`src/rtl/vga_port_monitor_if.sv`:
```
// -----------------------------------------------------------------------------
// vga_port_monitor_if
//   Bundles the monitored CPU output ports, the freeze control and the
//   renderer's random-access read port of vga_port_monitor.
//
//   master : the environment side (CPU ports, freeze, renderer read address).
//   slave  : the monitor itself.
//
//   Signals
//     ports_flat  NUM_PORTS*PORT_W  port p at [p*PORT_W +: PORT_W]
//     freeze      1                 skip refresh ticks while high
//     rd_port     port index of the renderer read
//     rd_digit    digit index of the renderer read, 0 = ones
//     rd_data     6                 registered digit code or 6'h20 (blank)
//     busy        1                 conversion in progress
//     frame_done  1                 one-cycle pulse, new frame published
// -----------------------------------------------------------------------------
interface vga_port_monitor_if #(
  parameter int NUM_PORTS = 3,
  parameter int PORT_W    = 8,
  parameter int DIGITS    = 3
);
  logic [NUM_PORTS*PORT_W-1:0]                      ports_flat;
  logic                                             freeze;
  logic [((NUM_PORTS > 1) ? $clog2(NUM_PORTS) : 1)-1:0] rd_port;
  logic [((DIGITS > 1) ? $clog2(DIGITS) : 1)-1:0]       rd_digit;
  logic [5:0]                                       rd_data;
  logic                                             busy;
  logic                                             frame_done;

  modport master (
    output ports_flat, freeze, rd_port, rd_digit,
    input  rd_data, busy, frame_done
  );

  modport slave (
    input  ports_flat, freeze, rd_port, rd_digit,
    output rd_data, busy, frame_done
  );
endinterface

```
`src/rtl/vga_port_monitor.sv`:
```
// -----------------------------------------------------------------------------
// vga_port_monitor
//   Snapshots NUM_PORTS binary ports every REFRESH_DIV cycles, converts each
//   one to DIGITS decimal digits with a sequential shift-add-3 engine and
//   publishes the complete frame to a display buffer in a single cycle, so
//   the VGA renderer never sees a half-updated frame.
//
//   Ports
//     clk    system clock
//     rst_n  asynchronous active-low reset
//     bus    vga_port_monitor_if.slave (ports, freeze, read port, status)
//
//   Build option
//     VGA_MON_LEADING_BLANK_EN : when defined, leading zero digits of each
//     port (never the ones digit) are published as blank (6'h20).
// -----------------------------------------------------------------------------
module vga_port_monitor #(
  parameter int NUM_PORTS   = 3,
  parameter int PORT_W      = 8,
  parameter int DIGITS      = 3,
  parameter int REFRESH_DIV = 1_000_000
) (
  input logic               clk,
  input logic               rst_n,
  vga_port_monitor_if.slave bus
);

  localparam int PIDX_W = (NUM_PORTS > 1) ? $clog2(NUM_PORTS) : 1;
  localparam int CNT_W  = (REFRESH_DIV > 1) ? $clog2(REFRESH_DIV) : 1;
  localparam int BIT_W  = (PORT_W > 1) ? $clog2(PORT_W) : 1;
  localparam int BCD_W  = 4 * DIGITS;
  localparam logic [5:0] BLANK = 6'h20;

  // Decimal digits needed for the largest PORT_W-bit value.
  function automatic int min_digits(input int w);
    longint unsigned v;
    int              d;
    v = (64'd1 << w) - 64'd1;
    d = 1;
    while (v >= 64'd10) begin
      v = v / 64'd10;
      d++;
    end
    return d;
  endfunction

  if (DIGITS < min_digits(PORT_W)) begin : g_bad_digits
    $error("vga_port_monitor: DIGITS=%0d too small for PORT_W=%0d", DIGITS, PORT_W);
  end

  if (REFRESH_DIV < NUM_PORTS * (PORT_W + 2) + 2) begin : g_bad_div
    $error("vga_port_monitor: REFRESH_DIV=%0d shorter than one frame", REFRESH_DIV);
  end

  typedef enum logic [1:0] {S_IDLE, S_LOAD, S_SHIFT, S_STORE} state_t;

  state_t             state;
  logic [CNT_W-1:0]   refresh_cnt;
  logic [PIDX_W-1:0]  idx;
  logic [BIT_W-1:0]   bit_cnt;
  logic [PORT_W-1:0]  bin_sr;
  logic [BCD_W-1:0]   bcd;
  logic               busy_r;
  logic               frame_done_r;
  logic [5:0]         rd_data_r;

  logic [PORT_W-1:0]  shadow      [NUM_PORTS];
  logic [BCD_W-1:0]   work        [NUM_PORTS];
  logic [5:0]         disp        [NUM_PORTS][DIGITS];
  logic [5:0]         frame_codes [NUM_PORTS][DIGITS];

  logic               tick;
  logic               last_bit;
  logic               last_port;
  logic [BCD_W-1:0]   bcd_adj;

  assign tick      = (32'(refresh_cnt) == REFRESH_DIV - 1);
  assign last_bit  = (32'(bit_cnt) == PORT_W - 1);
  assign last_port = (32'(idx) == NUM_PORTS - 1);

  // Add-3 correction applied to every nibble before the shift.
  always_comb begin
    // NOTE: assign every always_comb output a default first so no path
    // leaves it unassigned, which would infer a latch.
    bcd_adj = bcd;
    for (int d = 0; d < DIGITS; d++) begin
      if (bcd[4*d +: 4] >= 4'd5) bcd_adj[4*d +: 4] = bcd[4*d +: 4] + 4'd3;
    end
  end

  // Frame as it will be published by the final STORE: the row of the port
  // being stored in that same cycle comes straight from the accumulator.
  always_comb begin
    logic [3:0] nib;
`ifdef VGA_MON_LEADING_BLANK_EN
    logic       leading;
`endif
    nib = '0;
    for (int p = 0; p < NUM_PORTS; p++) begin
      for (int d = 0; d < DIGITS; d++) begin
        nib = (32'(idx) == p) ? bcd[4*d +: 4] : work[p][4*d +: 4];
        frame_codes[p][d] = {2'b00, nib};
      end
    end
`ifdef VGA_MON_LEADING_BLANK_EN
    leading = 1'b1;
    for (int p = 0; p < NUM_PORTS; p++) begin
      leading = 1'b1;
      // Most significant digit down to the tens; the ones digit always shows.
      for (int d = DIGITS - 1; d > 0; d--) begin
        if (leading && frame_codes[p][d] == 6'h00) frame_codes[p][d] = BLANK;
        else                                       leading = 1'b0;
      end
    end
`endif
  end

  always_ff @(posedge clk or negedge rst_n) begin
    if (!rst_n) begin
      state        <= S_IDLE;
      refresh_cnt  <= '0;
      idx          <= '0;
      bit_cnt      <= '0;
      bin_sr       <= '0;
      bcd          <= '0;
      busy_r       <= 1'b0;
      frame_done_r <= 1'b0;
      // NOTE: these buffers are register arrays, not RAM, and the renderer
      // must read zeros after reset, so every entry is cleared here.
      for (int p = 0; p < NUM_PORTS; p++) begin
        shadow[p] <= '0;
        work[p]   <= '0;
        for (int d = 0; d < DIGITS; d++) disp[p][d] <= 6'h00;
      end
    end else begin
      // NOTE: state is updated with non-blocking assignments so every
      // register sees the pre-edge value of every other register.
      frame_done_r <= 1'b0;
      refresh_cnt  <= tick ? '0 : refresh_cnt + CNT_W'(1);

      case (state)
        S_IDLE: begin
          // Ticks while frozen (or while converting) are simply dropped.
          if (tick && !bus.freeze) begin
            for (int p = 0; p < NUM_PORTS; p++) shadow[p] <= bus.ports_flat[p*PORT_W +: PORT_W];
            idx    <= '0;
            busy_r <= 1'b1;
            state  <= S_LOAD;
          end
        end
        S_LOAD: begin
          bin_sr  <= shadow[idx];
          bcd     <= '0;
          bit_cnt <= '0;
          state   <= S_SHIFT;
        end
        S_SHIFT: begin
          {bcd, bin_sr} <= {bcd_adj, bin_sr} << 1;
          bit_cnt       <= bit_cnt + BIT_W'(1);
          if (last_bit) state <= S_STORE;
        end
        S_STORE: begin
          work[idx] <= bcd;
          if (last_port) begin
            for (int p = 0; p < NUM_PORTS; p++) begin
              for (int d = 0; d < DIGITS; d++) disp[p][d] <= frame_codes[p][d];
            end
            busy_r       <= 1'b0;
            frame_done_r <= 1'b1;
            state        <= S_IDLE;
          end else begin
            idx   <= idx + PIDX_W'(1);
            state <= S_LOAD;
          end
        end
        default: state <= S_IDLE;
      endcase
    end
  end

  // Renderer read port, one cycle of latency.
  always_ff @(posedge clk or negedge rst_n) begin
    if (!rst_n) begin
      rd_data_r <= 6'h00;
    end else if (32'(bus.rd_port) >= NUM_PORTS || 32'(bus.rd_digit) >= DIGITS) begin
      rd_data_r <= BLANK;
    end else begin
      rd_data_r <= disp[bus.rd_port][bus.rd_digit];
    end
  end

  assign bus.rd_data    = rd_data_r;
  assign bus.busy       = busy_r;
  assign bus.frame_done = frame_done_r;

endmodule

```
`src/flat_wrapper.sv`:
```
// flat-port wrapper written by rule: the top's interface ports become plain ports
module vga_port_monitor_flat 
#(
  parameter int NUM_PORTS   = 3,
  parameter int PORT_W      = 8,
  parameter int DIGITS      = 3,
  parameter int REFRESH_DIV = 1_000_000
)
  (clk, rst_n, bus_ports_flat, bus_freeze, bus_rd_port, bus_rd_digit, bus_rd_data, bus_busy, bus_frame_done);
  vga_port_monitor_if #(.NUM_PORTS(NUM_PORTS), .PORT_W(PORT_W), .DIGITS(DIGITS)) bus_i ();
  input logic clk;
  input logic rst_n;
  input wire logic [$bits(bus_i.ports_flat)-1:0] bus_ports_flat;
  input wire logic [$bits(bus_i.freeze)-1:0] bus_freeze;
  input wire logic [$bits(bus_i.rd_port)-1:0] bus_rd_port;
  input wire logic [$bits(bus_i.rd_digit)-1:0] bus_rd_digit;
  output wire logic [$bits(bus_i.rd_data)-1:0] bus_rd_data;
  output wire logic [$bits(bus_i.busy)-1:0] bus_busy;
  output wire logic [$bits(bus_i.frame_done)-1:0] bus_frame_done;
  assign bus_i.ports_flat = bus_ports_flat;
  assign bus_i.freeze = bus_freeze;
  assign bus_i.rd_port = bus_rd_port;
  assign bus_i.rd_digit = bus_rd_digit;
  assign bus_rd_data = bus_i.rd_data;
  assign bus_busy = bus_i.busy;
  assign bus_frame_done = bus_i.frame_done;
  vga_port_monitor #(.NUM_PORTS(NUM_PORTS), .PORT_W(PORT_W), .DIGITS(DIGITS), .REFRESH_DIV(REFRESH_DIV)) u_core (.clk(clk), .rst_n(rst_n), .bus(bus_i));
endmodule
```
`config.mk`:
```
export PLATFORM = sky130hd
export DESIGN_NAME = vga_port_monitor_flat
export DESIGN_NICKNAME = d
export VERILOG_FILES = /design/src/rtl/vga_port_monitor_if.sv /design/src/rtl/vga_port_monitor.sv /design/src/flat_wrapper.sv
export SDC_FILE = /design/constraint.sdc
export NUM_CORES = 1
export LEC_CHECK = 0
export BUFFER_PORTS_ARGS = -buffer_cell sky130_fd_sc_hd__buf_2
export CAP_MARGIN = 0
export CORE_ASPECT_RATIO = 0.6
export CORE_MARGIN = 2
export CORE_UTILIZATION = 43
export DETAILED_ROUTE_END_ITERATION = 12
export GPL_TIMING_DRIVEN = 0
export SYNTH_ARGS = -nofsm -noshare
export SYNTH_HDL_FRONTEND = slang
export SYNTH_SLANG_ARGS = --single-unit
```
`constraint.sdc`:
```
create_clock -name clk -period 5.2 [get_ports clk]
set_input_delay 1.04 -clock clk [delete_from_list [all_inputs] [get_ports clk]]
set_output_delay 1.04 -clock clk [all_outputs]
set_load 0.02 [all_outputs]
```
==> run summary <==
Max-cap violations: 0
P&R area growth vs syn: 16.2%
Crit Path Category: flip-flop to flip-flop
Clock Power Share: 0.519
Top-level I/O count: 39
Critical path capture point type: flip-flop
Post-Syn Area: 6490 um2
Setup TNS: 0 ns
Vias: 4,888
Top post-synthesis cells by area: dfrtp_1 53%, mux2_2 6.8%, o21ai_0 6.0%
Total GRT Usage: 0.205
First-pass GRT wire length: 25,400 um
CTS Hold Bufs: 0
Critical path arrival: 3.01 ns
Clock sinks: 138
Final net count: 712
Reg-to-Reg End: u_core.work[30]
EDFF count, synth: 0
Syn Nets: 658
P_sw: 0.520 mW
Remaining DRCs: 0
Fin Hold WS: 0.484 ns
Die Y: 99.1 um
Sequential area share after synthesis: 0.532
Internal power: 1.85 mW
FF-to-FF setup slack: 2.48 ns
Pin count of the biggest net entering global routing: 79
Core area: 14,600 um2
First drt pass iteration count: 5
Status: finished, final reports clean
Synth area leader: dfrtp_1
Antenna Cells: 0
Post-CTS Resized: 0
Worst EP required: 5.49 ns
Hold path cells: 2
Worst setup SP type: flip-flop
Num rows: 34
Postcts setup bufs: 0
Combinational Power Share: 0.027
Fillers: 1,322
Port Buffer Count: 34
Clock latency on the worst-skew pair: 0.42 ns
Sequential share of power: 0.454
Layout cells sized above 1: 0.169
Routed wire length: 15,500 um
Synth Warn #: 0
Routed len/inst: 17.7 um
Max VDD drop: 223 uV
Highest clock rate: 368 MHz
Worst slew pin tran: 0.924 ns
Rel. slew slack: 0.384
Core Util, Final: 0.515
Die W: 163 um
Setup violators final: 0
Root Buffer: clkbuf_16
Routability cong.: 0.829
Drt via density: 5.57
Reg2reg path depth: 7
Top cell type's share of synthesized area: 0.532
Crit path time final: 2.72 ns
Predominant post-synthesis flop cell: dfrtp_1
RSZ-0062 raised after global routing: no
Sw Share: 0.219
Commonest cells in the synthesized netlist: 138 x dfrtp_1, 78 x o21ai_0, 76 x nand2_1
Final worst clock skew: 0.0110 ns
Overflow after GRT: 0
Synth async-reset ratio: 1.00
Hold_sp: u_core.work[20]
DP Wirelength: 11,200 um
Final Slew Violations: 0
DRT iter0 DRCs: 486
Count of state elements after synthesis: 138
P_leak: 3.32 nW
Crit path max fanout: 10
Initial Util: 0.443
Hold Path Sink: u_core.work[20]
Most common cell in the synthesized netlist: dfrtp_1
Final ANT Viol Nets: 0
Initial antenna violation count: 0
Die area: 16,100 um2
H-tree depth: 4
Hold Vio Cnt, Final: 0
Clock slew at reported path FFs: 0.06 ns
Pwr dens: 315 nW/um2
Worst hold path class: flip-flop to flip-flop
Vias in the first global route: 4,871
Post-Synthesis Cells: 612
CTS Buffer Depth: 2
Post-synthesis cell type count: 53
CTS tree: done
Reg2reg start: u_core.idx[1]
CTS buffer count: 17
Final period utilization: 0.522
Syn_area_per_cell: 10.6 um2
-- cells by family (layout without fill, tap and decap cells) --
logic type,count (synthesis),after routing,synth area share
AOI/OAI and AO/OA,147,147,0.141
xor gates and xnor gates,16,16,0.0216
adders and majority gates,15,15,0.0289
buffers and inverters,76,143,0.0469
DFF,138,138,0.532
muxes,67,67,0.111
other,1,1,0.000578
and+or+nand+nor,152,152,0.117
-- worst max-delay path by stage --
stage               depth (start not counted)  slack (ns)                     to           start
floorplan                                   6        2.93  u_core.bus.rd_data[0]  bus_rd_port[1]
global placement                            1        1.21  u_core.bus.rd_data[5]           rst_n
detailed placement                          6        2.41  u_core.bus.rd_data[3]  bus_rd_port[0]
CTS                                         7        2.51        u_core.work[30]   u_core.idx[1]
global route                                7        2.34        u_core.work[30]   u_core.idx[1]
finish                                      7        2.48        u_core.work[30]   u_core.idx[1]
-- through the flow --
stage,std cells,worst slack [ns],power (mW),area [um2]
final,877,2.48,2.37,7540
after global routing,877,2.34,2.46,7540
after CTS,877,2.51,2.40,7540
after detailed placement,845,2.41,1.16,6940
after global placement,844,1.21,1.16,6900
after floorplan,612,2.93,1.12,6490
-- layout by cell type, fill, tap and decap left out, types with 3 or more instances in the layout --
master	Yosys	final
a21oi_1	13	13
a221oi_1	11	11
a222oi_1	4	4
and3_1	6	6
buf_1	6	6
buf_2	0	33
buf_6	2	3
bufinv_16	0	3
clkbuf_1	28	30
clkbuf_16	0	17
clkinvlp_4	0	5
dfrtp_1	138	138
ha_1	15	15
inv_1	36	36
inv_6	0	3
mux2_2	39	39
mux2i_1	26	26
nand2_1	76	76
nand2b_1	6	6
nand3_1	9	9
nand4_1	5	5
nor2_1	14	14
nor2b_1	7	7
nor3_1	9	9
o21ai_0	78	78
o221ai_1	10	10
o22ai_1	5	5
o2bb2ai_1	3	3
o311ai_0	3	3
o31ai_1	10	10
or3_1	5	5
xnor2_1	9	9
xor2_1	7	7
-- critical path: stages (launching register included) --
cell	delay, ns
dfrtp_1	0.39
clkbuf_1	0.51
inv_1	0.14
ha_1	0.22
clkbuf_1	0.18
nand2_1	0.19
clkbuf_1	0.54
mux2_2	0.43
-- layout make-up --
| cell class | instances | area [um2] | area share |
|---|---|---|---|
| repair buffers | 35 | 204 | 0.0271 |
| plain buffers | 37 | 158 | 0.0209 |
| well taps | 198 | 248 | 0.0329 |
| clock inverters | 13 | 168 | 0.0222 |
| inverters | 39 | 146 | 0.0194 |
| clock buffers | 19 | 433 | 0.0574 |
| flip-flops and latches | 138 | 3450 | 0.458 |
| multi-input cells | 398 | 2730 | 0.362 |
-- registers in the layout (all words and copies together) (netlist names), 3 cells and up --
name                flops
u_core.bcd             12
u_core.work            24
u_core.refresh_cnt     20
u_core.bit_cnt          3
u_core.shadow          24
u_core.bus.rd_data      5
u_core.disp            36
u_core.bin_sr           8
-- power by group through the flow --
stage / sequential (mW) / clock, mW / combinational [mW]
4_1_cts: 1.08 / 1.25 / 0.0662
3_5_place_dp: 1.10 / 0 / 0.0657
6_report: 1.08 / 1.23 / 0.0651
5_1_grt: 1.08 / 1.31 / 0.0733
3_3_place_gp: 1.10 / 0 / 0.0610
2_1_floorplan: 1.10 / 0 / 0.0172
-- layer usage --
metal	track usage	part of all wire	routed length [um]
met5	0	0	0
met4	0.0647	0.011	165
met3	0.0371	0.055	857
met2	0.288	0.41	6310
met1	0.318	0.53	8200
Note: power is estimated with default switching activity, not from simulation.
